[config.mk]
export PLATFORM = sky130hd
export DESIGN_NAME = tdm_mux_8to1
export DESIGN_NICKNAME = d
export VERILOG_FILES = /design/src/rtl/tdm_mux_8to1.sv
export SDC_FILE = /design/constraint.sdc
export NUM_CORES = 1
export LEC_CHECK = 0
export CORE_UTILIZATION = 30
export CTS_CLUSTER_SIZE = 40
export DETAILED_ROUTE_END_ITERATION = 7
export SLEW_MARGIN = 20
export SYNTH_ARGS = -nofsm -noshare
export SYNTH_HDL_FRONTEND = slang
export SYNTH_SLANG_ARGS = --single-unit
[constraint.sdc]
create_clock -name clk -period 3.4 [get_ports clk]
set_input_delay 1.02 -clock clk [delete_from_list [all_inputs] [get_ports clk]]
set_output_delay 1.02 -clock clk [all_outputs]
set_load 0.03 [all_outputs]
[src/rtl/tdm_mux_8to1.sv]
// Transmit side of the 8-channel serial link: serialises eight 1-bit channels onto one line with a matching slot select.
// Optional even-parity ninth slot enabled by defining TDM_MUX_PARITY_EN.
module tdm_mux_8to1 (
    input  logic       clk,
    input  logic       rst,
    input  logic [7:0] in_data,
    input  logic       start,
    input  logic       en,
    output logic       out,
    output logic [2:0] sel,
    output logic       valid,
    output logic       frame_start,
    output logic       done,
    output logic       busy,
    output logic       par_slot
);

    localparam logic [0:0] ST_IDLE = 1'b0;
    localparam logic [0:0] ST_SCAN = 1'b1;

`ifdef TDM_MUX_PARITY_EN
    localparam logic [3:0] LAST_SLOT = 4'd8;
`else
    localparam logic [3:0] LAST_SLOT = 4'd7;
`endif

    function automatic logic even_parity(input logic [7:0] d);
        return ^d;
    endfunction

    // Slot 8 only exists in the parity build and carries the parity of the frame.
    function automatic logic slot_bit(input logic [7:0] d, input logic [3:0] k);
        if (k == 4'd8) begin
            return even_parity(d);
        end else begin
            return d[k[2:0]];
        end
    endfunction

    function automatic logic [2:0] slot_sel(input logic [3:0] k);
        if (k == 4'd8) begin
            return 3'd7;
        end else begin
            return k[2:0];
        end
    endfunction

    logic [0:0] state_r, state_s;
    logic [7:0] shadow_r, shadow_s;
    logic [3:0] cnt_r, cnt_s;
    logic       pend_r, pend_s;
    logic       out_r, out_s;
    logic [2:0] sel_r, sel_s;
    logic       valid_r, valid_s;
    logic       fs_r, fs_s;
    logic       done_r, done_s;
    logic       par_r, par_s;
    logic       present_s;
    logic [3:0] slot_s;
    logic [7:0] src_s;

    // Next-state and next-output logic; cnt is the slot currently shown, pend marks slot 0 not yet shown.
    always_comb begin
        state_s   = state_r;
        shadow_s  = shadow_r;
        cnt_s     = cnt_r;
        pend_s    = pend_r;
        out_s     = out_r;
        sel_s     = sel_r;
        valid_s   = 1'b0;
        fs_s      = 1'b0;
        done_s    = 1'b0;
        par_s     = par_r;
        present_s = 1'b0;
        slot_s    = cnt_r;
        src_s     = shadow_r;
        case (state_r)
            ST_IDLE: begin
                if (start) begin
                    state_s  = ST_SCAN;
                    shadow_s = in_data;
                    cnt_s    = 4'd0;
                    pend_s   = 1'b1;
                end else begin
                    state_s  = ST_IDLE;
                end
            end
            ST_SCAN: begin
                if (!en) begin
                    state_s = ST_SCAN;
                end else if (pend_r) begin
                    present_s = 1'b1;
                    slot_s    = cnt_r;
                    pend_s    = 1'b0;
                end else if (cnt_r == LAST_SLOT) begin
                    if (start) begin
                        // Back-to-back frame: the new data goes straight to the line.
                        shadow_s  = in_data;
                        src_s     = in_data;
                        cnt_s     = 4'd0;
                        slot_s    = 4'd0;
                        present_s = 1'b1;
                    end else begin
                        state_s = ST_IDLE;
                        cnt_s   = 4'd0;
                        out_s   = 1'b0;
                        sel_s   = 3'd0;
                        par_s   = 1'b0;
                    end
                end else begin
                    cnt_s     = cnt_r + 4'd1;
                    slot_s    = cnt_r + 4'd1;
                    present_s = 1'b1;
                end
            end
            default: begin
                state_s = ST_IDLE;
                cnt_s   = 4'd0;
                pend_s  = 1'b0;
                out_s   = 1'b0;
                sel_s   = 3'd0;
                par_s   = 1'b0;
            end
        endcase
        if (present_s) begin
            out_s   = slot_bit(src_s, slot_s);
            sel_s   = slot_sel(slot_s);
            valid_s = 1'b1;
            fs_s    = (slot_s == 4'd0);
            done_s  = (slot_s == LAST_SLOT);
`ifdef TDM_MUX_PARITY_EN
            par_s   = (slot_s == 4'd8);
`endif
        end else begin
            valid_s = 1'b0;
        end
`ifndef TDM_MUX_PARITY_EN
        par_s = 1'b0;
`endif
    end

    // State, shadow and registered outputs.
    always_ff @(posedge clk) begin
        if (rst) begin
            state_r  <= ST_IDLE;
            shadow_r <= 8'd0;
            cnt_r    <= 4'd0;
            pend_r   <= 1'b0;
            out_r    <= 1'b0;
            sel_r    <= 3'd0;
            valid_r  <= 1'b0;
            fs_r     <= 1'b0;
            done_r   <= 1'b0;
            par_r    <= 1'b0;
        end else begin
            state_r  <= state_s;
            shadow_r <= shadow_s;
            cnt_r    <= cnt_s;
            pend_r   <= pend_s;
            out_r    <= out_s;
            sel_r    <= sel_s;
            valid_r  <= valid_s;
            fs_r     <= fs_s;
            done_r   <= done_s;
            par_r    <= par_s;
        end
    end

    assign out         = out_r;
    assign sel         = sel_r;
    assign valid       = valid_r;
    assign frame_start = fs_r;
    assign done        = done_r;
    assign busy        = (state_r == ST_SCAN);
    assign par_slot    = par_r;

endmodule

==> metrics.md, run 1 <==
| Metric | Value |
|---|---|
| Post-CTS Setup Inserts | 0 |
| Fill count | 389 |
| Total CTS buffers | 3 |
| Multi-input gate area in the final layout | between 700 and 800 um2 |
| Initial Util | 0.3242 |
| Hold wc startpoint | sel[1] |
| Die Wd | 65.84 um |
| CTS resizes | 0 |
| Skew final | 0.005626 ns |
| Vias | 1051 |
| Worst reg2reg setup slack | roughly 1.1 ns |
| PnR worst setup slack | 0.4737 ns |
| Top cells by area, synth | dfxtp_1 (34%), xnor2_1 (8.6%), mux2i_1 (8.2%), nand2_1 (5.5%), a21oi_1 (4.9%) |
| Tot Pwr | 532.9 uW |
| Synth warn | 0 |
| Post-route setup TNS | 0 ns |
| Mapped Avg Cell Area | between 8 and 9 um2 |
| Die area | 4334 um2 |
| CP Class | in2reg |
| Max cap viols | 0 |
| Crit path max fanout | 9 |
| Maximum number of pins on one net before global-route repair | 14 |
| Placed Instances | 206 |
| TritonCTS clock tree | done |
| Async SR Flop Fraction | 0 |
| Worst EP required | between 3 and 4 ns |
| Final setup fails | 0 |
| Post-Synthesis Net Count | about 160 |
| GPL Wtd Cong | 0.8772 |
| Most frequent cells after synthesis | dfxtp_1 (21), nand2_1 (18), a21oi_1 (12), xnor2_1 (12), mux2i_1 (10) |
| Leakage | roughly 0.00054 uW |
| Worst skew pair latency | 0.26 ns |
| Post-DP Area | 1445 um2 |
| Crit-path cells | clkdlybuf4s50_1, and3b_1, and3_4, mux2i_1, mux4_2, o311ai_1, a32o_1 |
| Root buf cell | clkbuf_8 |
| Synth Cell Area | 1222 um2 |
| Final instance area | about 1500 um2 |
| Hold endpoint | sel[1] |
| H-tree Lvls | 1 |
| Clock sink count | 21 |
| Seq/Total Area, Yosys | 0.3439 |
| Synth Flop Type | dfxtp_1 |
| Layout cell share with drive strength beyond 1 | 0.06173 |
| DP HPWL | 2078 um |
| Number of global-route vias before repair | roughly 940 |
| Maximum clock frequency | about 340 MHz |
| CORE AREA | 3771 um2 |
| ANT cells | 0 |
| Hold Buf Count CTS | 0 |
| Antenna violations before repair | 0 |
| Fin crit period | 2.926 ns |
| Final Non-Filler Cells | 210 |
| GRT overflow | 0 |
| Residual DRC | 0 |
| # IOs | 21 |
| Unique masters post-synth | 40 |
| Row cnt | 22 |
| Post-Syn Instances | 143 |
| Clock slew at reported path FFs | 0.08 ns |
| Routed WL | 2670 um |
| Crit end category | register |
| Fin. Hold Viols | 0 |
| Yosys top cell by area | dfxtp_1 |
| CP startpoint | en |
| VDD IR-drop max | 156.7 uV |
| Final nets | 176 |
| Clock Path Buffers | 2 |
| Via density | 5.005 |
| Area grow syn2layout | 21.90% |
| CP startpoint kind | primary input |
| First-pass GRT wire length | about 4300 um |
| PortBufs | 19 |
| Synthesis-stage register bit count | 21 |
| Pre-antenna DRT Iters | 4 |
| Storage cell area | 420.4 um2 |
| Detailed Route Iter0 Violations | 22 |
| Reg2Reg Launch Point | cnt_r[0] |
| Worst endpoint data arrival time | slightly above 3 ns |
| Period utilization | 0.8607 |
| Unrepaired setup endpoints after global routing | false |
| Run status | completed |
| Dpl ws | between 0.15 and 0.2 ns |
| Slew Viols, Final | 0 |
| Dominant cell by count in the synthesized netlist | dfxtp_1 |
| Hold Path Cell Cnt | 2 |
| Critical path's largest stage delay | 0.53 ns |
| GRT Overall Usage | 0.1293 |
| Crit-path slowest cell | clkdlybuf4s50_1 |
| RR Endpoint | out |
| Post-synth EDFFs | 0 |
| Detail Route Antenna Nets | 0 |
| Routed wire per std cell | 12.71 um |
| FF-to-FF path depth | 7 |
| Top cell type's share of synthesized area | 0.3439 |
| Power Dens Cells | roughly 360 nW/um2 |
| Die Span Y | roughly 66 um |
| Worst min path class | reg2reg |
## where the power goes
part	switching [uW]	internal [uW]	leakage (uW)
Clock	76.9	83.3	0.0000228
Sequential	9.52	255	0.000171
Combinational	55.6	52.2	0.000346
Total	142	391	0.000540
## per-stage QoR
| step | utilization | hold slack, ns |
|---|---|---|
| after floorplan | - | 0.4551 |
| after global placement | 0.3832 | 0.4271 |
| after detailed placement | 0.3832 | 0.4344 |
| after CTS | 0.3952 | 0.4461 |
| after global routing | 0.3952 | 0.4740 |
| final | 0.3952 | 0.4413 |
## how the worst max path moves through the flow
| stage | endpoint | slack (ns) | depth (start not counted) |
|---|---|---|---|
| CTS | out | 0.46 | 7 |
| global route | out | 0.36 | 7 |
| floorplan | out | 0.91 | 8 |
| global placement | out | 0.32 | 7 |
| finish | out | 0.47 | 7 |
| detailed placement | out | 0.19 | 7 |
## routing by layer
layer	vias to the layer above	part of all wire	global-route usage
met2	21	0.48	0.2194
met3	2	0.030	0.02586
met4	0	0.0045	0.03261
met5	-	0	0
li1	546	-	-
met1	482	0.49	0.1654
## cell usage in the layout, fill, tap and decap left out, drive strengths merged, types with 3 or more instances in the layout
cell type      count
dfxtp             21
clkdlybuf4s50     19
nand2             18
a21oi             13
xnor2             12
mux2i             10
nand3              9
nor2               8
nor3               6
o21ai              5
clkbuf             4
inv                3
xor2               3
## cells by family after synthesis
kind of cell,share of synthesized area
buffers and inverters,0.04400
AND/OR/NAND/NOR,0.2160
other,0.003068
AO/OA/AOI/OAI,0.1566
flip-flops,0.3439
multiplexers,0.1187
XOR/XNOR,0.1075
adder cells (fa/ha/maj),0.01023
## flip-flops by register name, summed over array words and instances, names as in the netlist
name         count
shadow_r         8
cnt_r            4
sel              3
busy             1
done             1
frame_start      1
out              1
pend_r           1
valid            1
## worst max-delay path: cells and delay by family
kind / cells / cell delay, ns
buf+inv: 1 / 0.53
compound gates: 2 / 0.36
mux: 2 / 0.49
simple gates: 2 / 0.67
## final cells by class
class                      instances  share of cell area
sequential                        21              0.2821
multi-input combinational        113              0.5021
tap                               48             0.04030
inverter                           3            0.007557
timing repair buffer              21              0.1377
clock buffer                       4             0.03023
(Power assumes the default switching activity.)
==> run 2, diff against run 1 <==
- SLEW_MARGIN: 20 -> 10
- TNS_END_PERCENT: unset -> 30
==> results of run 2 <==
Final layout, timing and power as in run 1 (identical DEF).
